$ cat config.mk
export PLATFORM = sky130hd
export DESIGN_NAME = red_pitaya_asg_sweep
export DESIGN_NICKNAME = d
export VERILOG_FILES = /design/src/rtl/red_pitaya_asg_sweep_pkg.sv /design/src/rtl/red_pitaya_asg_sweep_tmr.sv /design/src/rtl/red_pitaya_asg_sweep.sv
export SDC_FILE = /design/constraint.sdc
export NUM_CORES = 1
export LEC_CHECK = 0
export BUFFER_PORTS_ARGS = -buffer_cell sky130_fd_sc_hd__clkbuf_2
export CAP_MARGIN = 10
export CORE_MARGIN = 2
export CORE_UTILIZATION = 30
export CTS_CLUSTER_DIAMETER = 120
export DETAILED_ROUTE_END_ITERATION = 7
export GPL_TIMING_DRIVEN = 0
export PLACE_DENSITY_LB_ADDON = 0.25
export SLEW_MARGIN = 0
export SYNTH_ARGS = -nofsm -noshare
export SYNTH_HDL_FRONTEND = slang
export SYNTH_SLANG_ARGS = --single-unit
$ cat constraint.sdc
create_clock -name dac_clk_i -period 18.8 [get_ports dac_clk_i]
set_input_delay 2.82 -clock dac_clk_i [delete_from_list [all_inputs] [get_ports dac_clk_i]]
set_output_delay 2.82 -clock dac_clk_i [all_outputs]
set_load 0.01 [all_outputs]
$ cat src/rtl/red_pitaya_asg_sweep_pkg.sv
// Shared ASG sweep encodings: sweep modes and controller states.
// Also reused by the register bank.
package red_pitaya_asg_sweep_pkg;

  typedef enum logic [1:0] {
    ModeSingle   = 2'd0,
    ModeRepeat   = 2'd1,
    ModePingPong = 2'd2,
    ModeRsvd     = 2'd3
  } sweep_mode_e;

  typedef enum logic {
    StIdle = 1'b0,
    StRun  = 1'b1
  } sweep_state_e;

  localparam int unsigned DwellW = 32;

endpackage

$ cat src/rtl/red_pitaya_asg_sweep_tmr.sv
// Dwell timer: after load, pulses tick_o every D = max(dwell, 1) cycles until cleared.
module red_pitaya_asg_sweep_tmr
  import red_pitaya_asg_sweep_pkg::*;
(
  input  logic              dac_clk_i,
  input  logic              dac_rst_i,
  input  logic              clr_i,
  input  logic              load_i,
  input  logic [DwellW-1:0] dwell_i,
  output logic              tick_o
);

  logic [DwellW-1:0] cnt_q;
  logic [DwellW-1:0] dwell_q;

  // cnt_q == 0 means stopped; otherwise it counts 1..D and wraps on the tick.
  assign tick_o = (cnt_q != '0) && (cnt_q == dwell_q);

  always_ff @(posedge dac_clk_i) begin
    if (dac_rst_i) begin
      cnt_q   <= '0;
      dwell_q <= DwellW'(1);
    end else if (clr_i) begin
      cnt_q <= '0;
    end else if (load_i) begin
      dwell_q <= (dwell_i == '0) ? DwellW'(1) : dwell_i;
      cnt_q   <= DwellW'(1);
    end else if (cnt_q != '0) begin
      cnt_q <= tick_o ? DwellW'(1) : cnt_q + DwellW'(1);
    end
  end

endmodule

$ cat src/rtl/red_pitaya_asg_sweep.sv
// Step sweep controller: walks step_o from set_start toward set_stop in single,
// repeat or ping-pong mode, one update per dwell period, clamped at the target.
module red_pitaya_asg_sweep
  import red_pitaya_asg_sweep_pkg::*;
#(
  parameter int unsigned RSZ = 14
) (
  input  logic              dac_clk_i,
  input  logic              dac_rst_i,
  input  logic              start_i,
  input  logic              stop_i,
  input  logic [RSZ+15:0]   set_start_i,
  input  logic [RSZ+15:0]   set_stop_i,
  input  logic [RSZ+15:0]   set_inc_i,
  input  logic [DwellW-1:0] set_dwell_i,
  input  logic [1:0]        set_mode_i,
  output logic [RSZ+15:0]   step_o,
  output logic              step_vld_o,
  output logic              busy_o,
  output logic              done_o,
  output logic              dir_o
);

  localparam int unsigned W = RSZ + 16;

  sweep_state_e state_q, state_d;
  sweep_mode_e  mode_q, mode_d;
  logic [W-1:0] start_q, start_d;
  logic [W-1:0] stop_q, stop_d;
  logic [W-1:0] inc_q, inc_d;
  logic [W-1:0] step_q, step_d;
  logic [W-1:0] tgt_q, tgt_d;
  logic         dir_q, dir_d;
  logic         vld_q, vld_d;
  logic         done_q, done_d;
  logic         end_q, end_d;
  logic         tmr_load, tmr_clr, tick, arrive;
  logic [W:0]   sum, diff;

  red_pitaya_asg_sweep_tmr u_tmr (
    .dac_clk_i (dac_clk_i),
    .dac_rst_i (dac_rst_i),
    .clr_i     (tmr_clr),
    .load_i    (tmr_load),
    .dwell_i   (set_dwell_i),
    .tick_o    (tick)
  );

  always_comb begin
    state_d  = state_q;
    mode_d   = mode_q;
    start_d  = start_q;
    stop_d   = stop_q;
    inc_d    = inc_q;
    step_d   = step_q;
    tgt_d    = tgt_q;
    dir_d    = dir_q;
    vld_d    = 1'b0;
    done_d   = 1'b0;
    end_d    = end_q;
    tmr_load = 1'b0;
    tmr_clr  = 1'b0;
    // Extra top bit catches overflow/underflow of the step arithmetic.
    sum      = {1'b0, step_q} + {1'b0, inc_q};
    diff     = {1'b0, step_q} - {1'b0, inc_q};

    if (stop_i) begin
      state_d = StIdle;
      tmr_clr = 1'b1;
    end else if (start_i) begin
      state_d  = StRun;
      mode_d   = sweep_mode_e'(set_mode_i);
      start_d  = set_start_i;
      stop_d   = set_stop_i;
      inc_d    = set_inc_i;
      step_d   = set_start_i;
      tgt_d    = set_stop_i;
      dir_d    = (set_stop_i >= set_start_i);
      end_d    = 1'b0;
      vld_d    = 1'b1;
      tmr_load = 1'b1;
    end else if (state_q == StRun) begin
      if (done_q) begin
        state_d = StIdle;
      end else if (tick) begin
        vld_d = 1'b1;
        if (end_q) begin
          step_d = start_q;
          end_d  = 1'b0;
        end else if (dir_q) begin
          step_d = (sum[W] || (sum[W-1:0] >= tgt_q)) ? tgt_q : sum[W-1:0];
        end else begin
          step_d = (diff[W] || (diff[W-1:0] <= tgt_q)) ? tgt_q : diff[W-1:0];
        end
      end
    end

    arrive = vld_d && (step_d == tgt_d);
    if (arrive) begin
      case (mode_d)
        ModeRepeat: end_d = 1'b1;
        ModePingPong: begin
          dir_d = ~dir_d;
          tgt_d = (tgt_d == stop_d) ? start_d : stop_d;
        end
        default: begin
          // Single (and reserved): finish; busy_o drops the cycle after done_o.
          done_d  = 1'b1;
          tmr_clr = 1'b1;
        end
      endcase
    end
  end

  always_ff @(posedge dac_clk_i) begin
    if (dac_rst_i) begin
      state_q <= StIdle;
      mode_q  <= ModeSingle;
      start_q <= '0;
      stop_q  <= '0;
      inc_q   <= '0;
      step_q  <= '0;
      tgt_q   <= '0;
      dir_q   <= 1'b1;
      vld_q   <= 1'b0;
      done_q  <= 1'b0;
      end_q   <= 1'b0;
    end else begin
      state_q <= state_d;
      mode_q  <= mode_d;
      start_q <= start_d;
      stop_q  <= stop_d;
      inc_q   <= inc_d;
      step_q  <= step_d;
      tgt_q   <= tgt_d;
      dir_q   <= dir_d;
      vld_q   <= vld_d;
      done_q  <= done_d;
      end_q   <= end_d;
    end
  end

  assign step_o     = step_q;
  assign step_vld_o = vld_q;
  assign busy_o     = (state_q == StRun);
  assign done_o     = done_q;
  assign dir_o      = dir_q;

endmodule

==> results of run 1 <==
-- placed cells by master (no fill, tap or decap), drive strengths merged, types with 50 or more instances in the layout --
master	n
xnor2	53
nand2	395
xor2	91
nand3	62
ha	154
a21oi	255
nand4	50
clkbuf	314
nor2	166
inv	155
dfxtp	221
nor3	94
mux2i	72
o21ai	107
-- area by class of cell --
cell class,instances,area (sq um)
fill,6797,40200
multi-input combinational,2034,13100
sequential,221,4420
tap,837,1050
clock buffer,44,862
timing repair buffer,159,796
buffer,150,603
inverter,154,578
clock inverter,8,113
antenna,1,2.50
-- state kept, by name, indices dropped and copies added (netlist names) --
name,flops
done_o,1
mode_q,2
u_tmr.cnt_q,32
step_vld_o,1
inc_q,30
stop_q,30
end_q,1
step_o,30
tgt_q,30
start_q,30
busy_o,1
dir_o,1
u_tmr.dwell_q,32
-- through the flow --
step	hold WS [ps]	instances	setup slack, ps	power, mW	util, %
3_3_place_gp	460	3554	8680	1.13	33.3
5_1_grt	487	3608	8740	1.80	34.9
4_1_cts	473	3607	9210	1.71	34.9
6_report	470	3608	9110	1.73	34.9
2_1_floorplan	444	2559	11720	0.912	-
3_5_place_dp	462	3555	8630	1.13	33.3
-- worst min-delay path, cell delays in order, from the launching register on --
cell,delay (ps)
sky130_fd_sc_hd__dfxtp_1,310
sky130_fd_sc_hd__nand2_1,50
sky130_fd_sc_hd__mux2i_1,50
-- power by group --
| group | total (mW) | switching, mW | internal [mW] |
|---|---|---|---|
| clock network | 0.586 | 0.243 | 0.343 |
| logic | 0.622 | 0.418 | 0.205 |
| registers | 0.522 | 0.0324 | 0.489 |
| total | 1.73 | 0.693 | 1.04 |
-- logic make-up (layout without fill, tap and decap cells) --
| family | after synthesis | in the layout | synth area share, % |
|---|---|---|---|
| simple gates | 949 | 949 | 23.7 |
| compound gates | 707 | 707 | 24.8 |
| buf+inv | 304 | 515 | 6.32 |
| flops | 221 | 221 | 23.7 |
| fa+ha+maj | 156 | 156 | 10.5 |
| xor+xnor | 144 | 144 | 6.74 |
| mux | 78 | 78 | 4.21 |
| other cells | 0 | 1 | 0 |
-- metal layers --
| layer | vias to the layer above | GRT usage (%) | part of all wire (%) |
|---|---|---|---|
| met5 | - | 0 | 0.0092 |
| met4 | 2 | 12.5 | 5.5 |
| met3 | 238 | 3.97 | 8.4 |
| met2 | 1065 | 41.0 | 42 |
| met1 | 9621 | 36.2 | 44 |
| li1 | 9627 | - | - |
-- how the worst max path moves through the flow --
stage / cells after the start / start / slack (ps) / to
after floorplan: 27 / step_o[4]$_SDFF_PP0_ / 11720 / tgt_q[13]$_SDFF_PP0_
after global placement: 16 / start_i / 8680 / u_tmr.dwell_q[22]$_SDFFE_PP0P_
after detailed placement: 16 / start_i / 8630 / u_tmr.dwell_q[23]$_SDFFE_PP0P_
after CTS: 16 / start_i / 9210 / u_tmr.dwell_q[22]$_SDFFE_PP0P_
after global routing: 25 / step_o[4]$_SDFF_PP0_ / 8740 / u_tmr.dwell_q[23]$_SDFFE_PP0P_
final: 16 / start_i / 9110 / u_tmr.dwell_q[22]$_SDFFE_PP0P_
==> results.md, run 1 <==
- In this run the number of H-tree levels came out at 1.
- For this configuration, the core starts out at a cell density of 30.3%.
- The net count of the finished layout is 3033.
- The synthesized area per cell is 7.31 sq um.
- The startpoint identified for the worst register-to-register timing path is step_o[4]$_SDFF_PP0_.
- The final setup skew is 52.0 ps.
- The total global-route track usage is 26.6%.
- The number of failing hold endpoints at the final stage came to 0.
- The nature of the critical path startpoint is an input port.
- For this run, the slowest stage of the critical path takes 890 ps.
- The number of clock sinks seen by CTS is 221.
- From bottom edge to top edge, the die measures 254 microns.
- The number of enable flip-flop cells after synthesis is 0.
- The vias after detailed routing is 20600.
- The setup slack on the worst flop-to-flop path is 9290 ps.
- TritonCTS built the clock tree.
- By count the netlist is led by 395 x sky130_fd_sc_hd__nand2_1, 254 x sky130_fd_sc_hd__a21oi_1, 221 x sky130_fd_sc_hd__dfxtp_1.
- The minimum period implied by the final worst setup slack is 9690 ps.
- Setup repair after global routing left no endpoint under its margin.
- The first detailed-routing pass took 6 iterations.
- The post-CTS clock slew at the launch and capture registers of the worst setup and hold paths is 60 ps.
- In the post-synthesis netlist, the cell with the most instances is sky130_fd_sc_hd__nand2_1.
- The endpoint required time on the critical path is 19310 ps.
- The cell taking the most area after synthesis is sky130_fd_sc_hd__dfxtp_1.
- Adding up every negative setup slack in the final design gives 0 ps.
- The cell depth of the worst min-delay path is 2.
- The maximum fanout along the worst path is 10.
- The number of global-route vias before repair is 19300.
- The type of element capturing the critical path is a register.
- The final wirelength is 87400 microns.
- In this run the remaining antenna-violating nets after routing total 0.
- The startpoint identified for the worst hold timing path is u_tmr.dwell_q[21]$_SDFFE_PP0P_.
- The maximum resistive drop on vdd is 0.0000790 V.
- The dominant delay contributor by cell family on the critical path is buffers and inverters.
- Ranked by total cell area, the synthesized netlist is headed by sky130_fd_sc_hd__dfxtp_1 24%, sky130_fd_sc_hd__ha_1 10%, sky130_fd_sc_hd__nand2_1 7.9%.
- The path with the worst hold slack has its endpoint at u_tmr.dwell_q[21]$_SDFFE_PP0P_.
- The floorplan step defined a die boundary enclosing 64400 sq um.
- The sequential-to-total area share from yosys stat is 23.7%.
- The layout overhead on the synthesized area is 15.1%.
- The first routing iteration left 2231 violations.
- The later-pin clock latency in the skew report is 630 ps.
- The areal power density over the cells is 80.4 nW/um^2.
- The depth of the worst register-to-register path is 22.
- Summed over all layers, the global routing overflow is 0.
- The final critical path takes up 51.5% of the cycle.
- The number of buffers created by CTS is 29.
- The most used flip-flop cell after synthesis is sky130_fd_sc_hd__dfxtp_1.
- Once the clock tree was built, the resizer swapped 0 gates to a different size.
- The synthesized design contains 221 register bits.
- Pin placement for this block handled 162 I/O pins.
- The worst register-to-register path ends at u_tmr.dwell_q[22]$_SDFFE_PP0P_.
- Dividing the detail-routed via count by the number of cells gives 5.70.
- The critical path is of the input port to register type.
- Entering global routing, the biggest net connects 16 pins.
- The first global-routing pass estimated 127000 microns of wire.
- The worst path arrival time is 10190 ps.
- The detailed-route wire length per cell is 24.2 microns.
- The count of different cell masters after synthesis is 91.
- Setup violations remaining at the end of the flow were counted as 0.
- The post-CTS setup buffer count is 0.
- Hold repair after CTS inserted 0 buffers.
- Of the post-synthesis cell area, the dominant cell type holds 23.7%.
- The DRC violation count after routing is 0.
- At the pin with the least slew margin, the transition time is 1200 ps.
- The count of input and output buffers is 158.
- Traced cell by cell, the critical path runs through clkbuf_1 > clkinv_1 > nor2_1 > clkbuf_1 > buf_1 > clkbuf_1 > clkbuf_1 > buf_1 > mux2i_1 > inv_1 > ha_1 > o221ai_1 > nor4_1 > a21oi_1 > buf_2 > mux2i_1.
- Among the stages of the critical path, the cell type that occurs most often is sky130_fd_sc_hd__clkbuf_1.
- The total nets after synthesis is 2843.
- The synthesized cell area is 18700 sq um.
- The deepest clock path buffer count is 3.
- In this run the standard cell core region covers 61700 sq um.
- The number of max-slew violations in the final report is 0.
- The share of layout cells above drive strength 1 is 9.60%.
- The placed instances occupy a cell area of 20500 sq um.
- The initial antenna violation count came to 3.
- The clock root buffer master is sky130_fd_sc_hd__clkbuf_16.
- In this run the core area contains 91 standard-cell rows.
- The share of flip-flops with an asynchronous set or reset after synthesis is 0%.
- The die is 254 microns wide.
- Synthesis produced a netlist whose cell count is 2559.
- The buffering stage count on the worst path with inverters included is 9.
- The worst relative slew slack is 18.8%.
- The reported max-cap violation count is 0.
- Summed over all cells, the static leakage comes to 8.80 nW.
- For this run, the top clock speed supported by timing is 103 MHz.
- The yosys synthesis warning count is 0.
- The post-layout instance area is 21500 sq um.
- The flow ran to the end, and the final reports show no timing, DRC or antenna violations.
- The cell with the biggest individual delay on the critical path is sky130_fd_sc_hd__a21oi_1.
- The routability congestion estimate is 1.00.
- The path type of the worst min-delay path is register to register.
- Summed over all nets, the half-perimeter wirelength after detailed placement is 70600 microns.
Note: power is estimated with default switching activity, not from simulation.
==> run 2, diff against run 1 <==
Settings changed: ABC_AREA set to 1.
Clock period 18.8 ns to 8.9 ns, I/O delays scaled along.
==> run 2 against run 1 <==
  * Core utilization is 0.10 points lower
  * First-iteration DRC count up 0.54%
  * Critical endpoint is now tgt_q[29]$_SDFF_PP0_
  * Largest power group unchanged
  * Die area grew 4.7%
==> results.md, run 2 <==
- The number of global-route vias before repair came to 20200 (+5.0%).
- The most common cell type on the critical path is sky130_fd_sc_hd__nand2_1.
- The number of diodes is 0 (-1).
- In the final layout, the registers with the most flip-flops are u_tmr.cnt_q x32, u_tmr.dwell_q x32.
- The starting DRC count in detailed routing is 2243 (+0.54%).
- The critical path class is register to register.
- The fill cell total of the finished layout is 7380 (+8.6%).
- The endpoint required time on the critical path is 9380 ps (-9930 ps).
- The largest net degree at the start of global routing came to 15 (-1).
- The share of layout cells above drive strength 1 was 8.23% (-1.4 points).
- The depth of the worst register-to-register path is 35 (+59%).
- The slowest stage of the critical path is the sky130_fd_sc_hd__dfxtp_1 cell.
- The floorplan die width is 260 microns (+2.3%).
- The slew at the pin closest to its max-slew limit is 1000 ps (-204 ps).
- Setup repair after global routing left no endpoint under its margin.
- The hold buffer count at cts is 0 (unchanged).
- The post-route antenna net violation count was 0 (unchanged).
- The initial antenna violation count was 1 (-2).
- The worst relative slew slack is 32.6% (+14 points).
- The clock tree from TritonCTS is built.
- The synthesized design spends more area on one cell type than any other, namely sky130_fd_sc_hd__dfxtp_1.
- Counting instances in the post-synthesis netlist gives the leading cell types as 1021 x sky130_fd_sc_hd__nand2_1, 459 x sky130_fd_sc_hd__inv_1, 379 x sky130_fd_sc_hd__nor2_1.
- The placeable core region came to 64600 sq um (+4.6%).
- The detailed-router iteration count before antenna repair is 7 (+1).
- The count of pins on the block boundary was 162 (unchanged).
- The number of failing hold endpoints at the final stage was 0 (unchanged).
- The cell depth of the worst min-delay path is 2 (unchanged).
- The DRC violation count after routing is 0 (unchanged).
- The maximum fanout along the worst path is 10 (unchanged).
- The yosys synthesis warning count is 0 (unchanged).
- The areal power density over the cells was 165 nW/um^2 (+110%).
- The global-route congestion overflow total came to 0 (unchanged).
- The later-pin clock latency in the skew report is 610 ps (-20 ps).
- The net count of the finished layout is 3835 (+26%).
- The post-CTS setup buffer count was 0 (unchanged).
- The overall die height is 260 microns (+2.3%).
- The count of different cell masters after synthesis came to 50 (-45%).
- The total global-route track usage is 23.4% (-3.1 points).
- The portion of synthesized cell area occupied by the leading cell type came to 22.6% (-1.1 points).
- The first-pass GRT wire length came to 121000 microns (-5.2%).
- The share of the clock period used by the worst path after layout is 73.2%.
- The number of clock sinks seen by CTS is 221 (unchanged).
- The H-tree depth came to 1 (unchanged).
- The number of flip-flops and latches in the synthesized netlist was 221 (unchanged).
- The highest cell delay on the worst timing path is 590 ps (-300 ps).
- The total leakage power is 11.3 nW (+28%).
- The worst path arrival time was 6990 ps (-3200 ps).
- The maximum frequency from static timing analysis is 154 MHz.
- The reported max-cap violation count is 0 (unchanged).
- The via-per-instance ratio was 4.94 (-13%).
- The sum of negative setup slack is 0 ps (unchanged).
- The minimum period implied by the final worst setup slack is 6510 ps.
- The total chip power was 3.71 mW (+110%).
- The routability congestion estimate is 0.958 (-4.2%).
- The starting density of the core is 30.3% (+0.045 points).
- The number of buffers created by CTS was 31 (+6.9%).
- The synthesized cell area came to 19600 sq um (+4.8%).
- The sequential-to-total area share from yosys stat is 22.6% (-1.1 points).
- The final wirelength is 81100 microns (-7.2%).
- The most used flip-flop cell after synthesis is sky130_fd_sc_hd__dfxtp_1.
- The layout overhead on the synthesized area is 14.6%.
- The post-CTS clock slew at the launch and capture registers of the worst setup and hold paths is 60 ps (about the same).
- The number of standard-cell rows in the floorplan is 93 (+2.2%).
- STA classifies the critical path startpoint as a register.
- The flow ran to the end, and the final reports show no timing, DRC or antenna violations.
- The synthesized area per cell is 5.84 sq um (-20%).
- The placed wire-length estimate after detailed placement came to 67600 microns (-4.2%).
- The path type of the worst min-delay path is register to register.
- The number of max-slew violations in the final report is 0 (unchanged).
- The cell with the most instances after synthesis is sky130_fd_sc_hd__nand2_1.
- The total nets after synthesis is 3642 (+28%).
- Leaving out fill and tap cells, the most frequent cell in the layout is sky130_fd_sc_hd__nand2_1.
- The vias after detailed routing was 21900 (+6.3%).
- Yosys attributes the largest share of cell area to sky130_fd_sc_hd__dfxtp_1 23%, sky130_fd_sc_hd__nand2_1 20%, sky130_fd_sc_hd__ha_1 9.8%.
- The synthesized instance count is 3358 (+31%).
- The type of element capturing the critical path is a register.
- The maximum resistive drop on vdd is 0.000147 V (+86%).
- The total setup violations reported at the end of the flow is 0 (unchanged).
- The die footprint was 67400 sq um (+4.7%).
- The detailed-route wire length per cell is 18.3 microns (-24%).
- The number of enable flip-flop cells after synthesis is 0 (unchanged).
- In the layout the commonest cells are 1021 x sky130_fd_sc_hd__nand2_1, 459 x sky130_fd_sc_hd__inv_1, 379 x sky130_fd_sc_hd__nor2_1, 254 x sky130_fd_sc_hd__a21oi_1, 221 x sky130_fd_sc_hd__dfxtp_1.
- The post-cts resize count came to 0 (unchanged).
- The share of flip-flops with an asynchronous set or reset after synthesis is 0% (unchanged).
- The tree is rooted in a sky130_fd_sc_hd__clkbuf_16.
- The final setup skew was 40.2 ps (-11.9 ps).
- The deepest clock path buffer count was 3 (unchanged).
- The count of input and output buffers is 160 (+1.3%).
[run 2: changes by cell type in the layout (fill, tap and decap cells not counted), moves of 63 or more]
cell,before,now
sky130_fd_sc_hd__nand2_1,395,1021
sky130_fd_sc_hd__inv_1,151,459
sky130_fd_sc_hd__nor2_1,166,379
sky130_fd_sc_hd__nand3_1,62,216
sky130_fd_sc_hd__mux2i_1,72,1
sky130_fd_sc_hd__o21ai_0,105,168
[run 2: final timing paths]
path,from,endpoint,slack (ps)
worst min-delay path,stop_q[29]$_SDFF_PP0_,stop_q[29]$_SDFF_PP0_,480
worst min register to register,stop_q[29]$_SDFF_PP0_,stop_q[29]$_SDFF_PP0_,480
worst max register to register,step_o[6]$_SDFF_PP0_,tgt_q[29]$_SDFF_PP0_,2390
worst max-delay path,step_o[6]$_SDFF_PP0_,tgt_q[29]$_SDFF_PP0_,2390
[run 2: cells by family (layout without fill, tap and decap cells)]
group | Yosys count | in the layout | share of synthesized area, %
AO/OA/AOI/OAI | 493 | 493 | 13.3
adder cells (fa/ha/maj) | 156 | 156 | 10.0
buffers and inverters | 616 | 831 | 12.4
XOR/XNOR | 87 | 87 | 3.89
multiplexers | 1 | 1 | 0.0511
flip-flops | 221 | 221 | 22.6
AND/OR/NAND/NOR | 1784 | 1784 | 37.8
[run 2: layout make-up]
type | instances | area (sq um) | share of cell area [%]
clock buffers | 47 | 886 | 3.94
multi-input cells | 2521 | 12700 | 56.8
flip-flops and latches | 221 | 4420 | 19.7
inverters | 476 | 1790 | 7.96
plain buffers | 140 | 642 | 2.86
repair buffers | 160 | 801 | 3.57
clock inverters | 8 | 101 | 0.451
well taps | 855 | 1070 | 4.76
[run 2: where the power goes]
group	switching [mW]	internal (mW)
clock network	0.507	0.737
registers	0.0642	1.04
logic	0.923	0.433
total	1.49	2.21
[run 2: stage by stage]
stage	util [%]	instance area (sq um)	setup slack (ps)	hold slack (ps)	cells
6_report	34.8	22500	2390	481	4428
5_1_grt	34.8	22500	2030	504	4428
4_1_cts	34.8	22500	2500	479	4428
3_5_place_dp	33.2	21500	2540	473	4373
3_3_place_gp	33.2	21500	2510	464	4373
2_1_floorplan	-	19600	4420	450	3358
[run 2: critical path: cells and delay by family, from the launching register on]
family                     cells  cell delay, ps
buffers and inverters          3             740
DFF                            1             590
AOI/OAI and AO/OA              3             770
and+or+nand+nor               27            3630
adders and majority gates      2             620
[run 2: metal layers]
layer,global-route usage [%],up-vias,part of all wire (%)
met4,6.31,0,2.9
li1,-,11100,-
met1,33.2,9864,46
met5,0,-,0
met2,37.5,820,43
met3,2.65,110,7.7
==> run 3, diff against run 2 <==
Settings changed: ABC_AREA 1 to 0.
Clock period 8.9 ns to 5.4 ns, I/O delays scaled along.
==> run 3 against run 2 <==
  * The flow now finishes with violations (capacitance limit, setup timing)
  * Wire length up 19%
  * Critical path depth down 11
  * Setup slack worse by 4400 ps
  * Sequential cell count unchanged
  * Critical path type unchanged
  * Critical endpoint is now tgt_q[21]$_SDFF_PP0_
  * Largest cell class unchanged
==> results.md, run 3 (same netlist as run 1, synthesis figures left out) <==
- The worst register-to-register path begins at step_o[0]$_SDFF_PP0_.
- The count of pins on the block boundary was 162 (unchanged).
- The net count of the finished layout is 3118 (-19%).
- The global-route congestion overflow total is 0 (unchanged).
- The most common cell type on the critical path is sky130_fd_sc_hd__or4_4.
- The via-per-instance ratio is 5.81 (+18%).
- The maximum frequency from static timing analysis is 135 MHz (-12%).
- The maximum fanout along the worst path is 10 (unchanged).
- The largest net degree at the start of global routing is 16 (+1).
- The placed wire-length estimate after detailed placement was 76100 microns (+13%).
- Walking the worst path, the cells encountered are ha_4 > inv_2 > fa_2 > o21ba_4 > or4_4 > a2111oi_4 > o211ai_4 > and4b_1 > or4_4 > ha_4 > nand4_1 > nor4_2 > a21bo_2 > o2111a_2 > clkbuf_4 > a31o_2 > a311oi_4 > nor3_2 > a21o_1 > a2111o_1 > or4_4 > or2_4 > buf_12 > a311oi_2.
- Setup repair after global routing could not meet its margin everywhere.
- The number of global-route vias before repair is 20700 (+2.1%).
- The worst setup timing slack at the placement stage is -3490 ps (-6030 ps).
- The slew at the pin closest to its max-slew limit is 1470 ps (+468 ps).
- The count of input and output buffers was 158 (-1.3%).
- The path length in cells of the critical path is 24 (-31%).
- The most common cell after layout, fill and taps aside is sky130_fd_sc_hd__nand2_1.
- The worst path arrival time is 7890 ps (+900 ps).
- The library cells used most frequently in the layout, excluding fill and tap cells, are 393 x sky130_fd_sc_hd__nand2_1, 235 x sky130_fd_sc_hd__a21oi_1, 198 x sky130_fd_sc_hd__dfxtp_1, 170 x sky130_fd_sc_hd__clkbuf_2, 159 x sky130_fd_sc_hd__nor2_1.
- The endpoint required time on the critical path was 5910 ps (-3470 ps).
- The number of clock sinks seen by CTS is 221 (unchanged).
- The starting density of the core is 30.3% (-0.045 points).
- The H-tree depth came to 1 (unchanged).
- The checks that failed: capacitance limit, setup timing.
- The total setup violations reported at the end of the flow came to 81 (+81).
- The fill cell total of the finished layout is 6590 (-11%).
- Compared with the post-synthesis result, the final layout area differs by 28.2%.
- The number of failing hold endpoints at the final stage was 0 (unchanged).
- The vias after detailed routing came to 21500 (-1.8%).
- The run finished, with violations left.
- The post-route antenna net violation count is 0 (unchanged).
- The placement-stage cell area came to 20700 sq um (-3.6%).
- The floorplan die width is 254 microns (-2.3%).
- The number of placed cells counting well taps is 3556 (-19%).
- The first-pass GRT wire length is 138000 microns (+14%).
- The dominant delay contributor by cell family on the critical path is compound AO/OA/AOI/OAI gates.
- The post-layout instance area is 24000 sq um (+6.8%).
- The worst relative slew slack is 1.17% (-31 points).
- The detailed-router iteration count before antenna repair is 7 (unchanged).
- The share of the clock period used by the worst path after layout is 137% (+63 points).
- The total chip power is 6.75 mW (+82%).
- The end of the worst register-to-register path is tgt_q[21]$_SDFF_PP0_.
- The deepest clock path buffer count is 3 (unchanged).
- The highest cell delay on the worst timing path is 600 ps (about the same).
- On the critical path, the stage with the largest delay is an instance of sky130_fd_sc_hd__or4_4.
- The initial antenna violation count is 1 (unchanged).
- The final critical-path setup slack is -1980 ps (-4370 ps).
- The depth of the worst register-to-register path is 24 (-31%).
- The maximum resistive drop on vdd is 0.000245 V (+67%).
- The startpoint of the worst hold path is set_inc_i[10].
- The largest registers in the layout are u_tmr.cnt_q x32, u_tmr.dwell_q x32.
- The post-CTS clock slew at the launch and capture registers of the worst setup and hold paths was 60 ps (about the same).
- The number of standard-cell rows in the floorplan is 91 (-2.2%).
- The total global-route track usage is 29.0% (+5.6 points).
- The setup slack on the worst flop-to-flop path came to -1980 ps (-4370 ps).
- The total leakage power is 9.71 nW (-14%).
- The number of buffers created by CTS is 29 (-6.5%).
- The die footprint is 64400 sq um (-4.5%).
- The cell depth of the worst min-delay path is 3 (+1).
- The starting DRC count in detailed routing was 2157 (-3.8%).
- The detailed-route wire length per cell is 26.2 microns (+43%).
- The placeable core region came to 61700 sq um (-4.4%).
- The areal power density over the cells is 281 nW/um^2 (+71%).
- The later-pin clock latency in the skew report is 620 ps (about the same).
- The DRC violation count after routing is 0 (unchanged).
- The hold buffer count at cts was 0 (unchanged).
- The routability congestion estimate is 0.981 (+2.4%).
- The path type of the worst min-delay path is input port to register.
- For hold timing, the worst endpoint is inc_q[10]$_SDFFE_PP0P_.
- The type of element capturing the critical path is a register.
- The clock tree from TritonCTS is built.
- The critical path class is register to register.
- The final wirelength is 96700 microns (+19%).
- The buffering stage count on the worst path with inverters included was 3 (unchanged).
- Clock tree synthesis selected as its root buffer the cell sky130_fd_sc_hd__clkbuf_16.
- The reported max-cap violation count is 1 (+1).
- The final setup skew came to 14.7 ps (-25.5 ps).
- The overall die height is 254 microns (-2.3%).
- The nature of the critical path startpoint is a register.
- The minimum period implied by the final worst setup slack is 7380 ps (+867 ps).
- The share of layout cells above drive strength 1 was 20.6% (+12 points).
- The number of diodes was 0 (unchanged).
- The number of standard cells in the layout, taps in and fillers out was 3693 (-17%).
- The number of max-slew violations in the final report is 0 (unchanged).
run 3: changes by cell type in the layout (fill, tap and decap cells not counted), sizes merged, moves of 44 or more:
cell / before / now
nand2: 1026 / 395
inv: 477 / 153
nor2: 386 / 166
nand3: 218 / 62
o21ai: 185 / 107
mux2i: 1 / 72
buf: 62 / 125
nor3: 37 / 94
a211oi: 2 / 47
xor2: 47 / 91
run 3: what timing repair did:
item                                    in CTS  in global routing
buffers inserted                            61                 21
pin swaps                                   58                 35
endpoints found under the setup margin     161                122
gates resized for setup                    229                144
gates cloned                                 4                  1
run 3: stage by stage:
step / utilization, % / setup TNS, ps / hold slack (ps)
global route: 38.9 / -132350 / 426
global placement: 33.5 / -375280 / 455
finish: 38.9 / -121950 / 411
detailed placement: 33.5 / -331860 / 461
CTS: 37.7 / -114690 / 399
floorplan: - / -64550 / 444
run 3: worst max path at each step:
stage,start,end,slack (ps)
global route,inc_q[0]$_SDFFE_PP0P_,tgt_q[4]$_SDFF_PP0_,-2060
floorplan,step_o[4]$_SDFF_PP0_,tgt_q[21]$_SDFF_PP0_,-1160
CTS,inc_q[0]$_SDFFE_PP0P_,tgt_q[10]$_SDFF_PP0_,-1900
finish,step_o[0]$_SDFF_PP0_,tgt_q[21]$_SDFF_PP0_,-1980
global placement,step_o[8]$_SDFF_PP0_,u_tmr.dwell_q[23]$_SDFFE_PP0P_,-3980
detailed placement,step_o[6]$_SDFF_PP0_,u_tmr.dwell_q[30]$_SDFFE_PP0P_,-3490
run 3: layout make-up:
type	count	area, sq um	area share (%)
flip-flops and latches	221	4470	18.6
multi-input cells	2034	14400	59.9
plain buffers	147	816	3.40
repair buffers	247	1670	6.95
well taps	837	1050	4.37
clock inverters	10	173	0.720
clock buffers	43	858	3.58
inverters	154	588	2.45
run 3: power breakdown:
group,total [mW],switching [mW],internal (mW)
combinational,2.80,1.72,1.08
clock,2.12,0.837,1.29
sequential,1.82,0.118,1.71
run 3: worst min-delay path: stages:
cell	delay [ps]
sky130_fd_sc_hd__clkbuf_2	80
sky130_fd_sc_hd__nand2_1	50
sky130_fd_sc_hd__a21oi_1	50
run 3: layer usage:
layer / global-route usage, % / up-vias / share of wire (%)
li1: - / 9804 / -
met1: 38.7 / 10300 / 43
met2: 46.2 / 1060 / 44
met3: 3.81 / 264 / 7.6
met4: 13.8 / 2 / 5.8
met5: 0 / - / 0.016
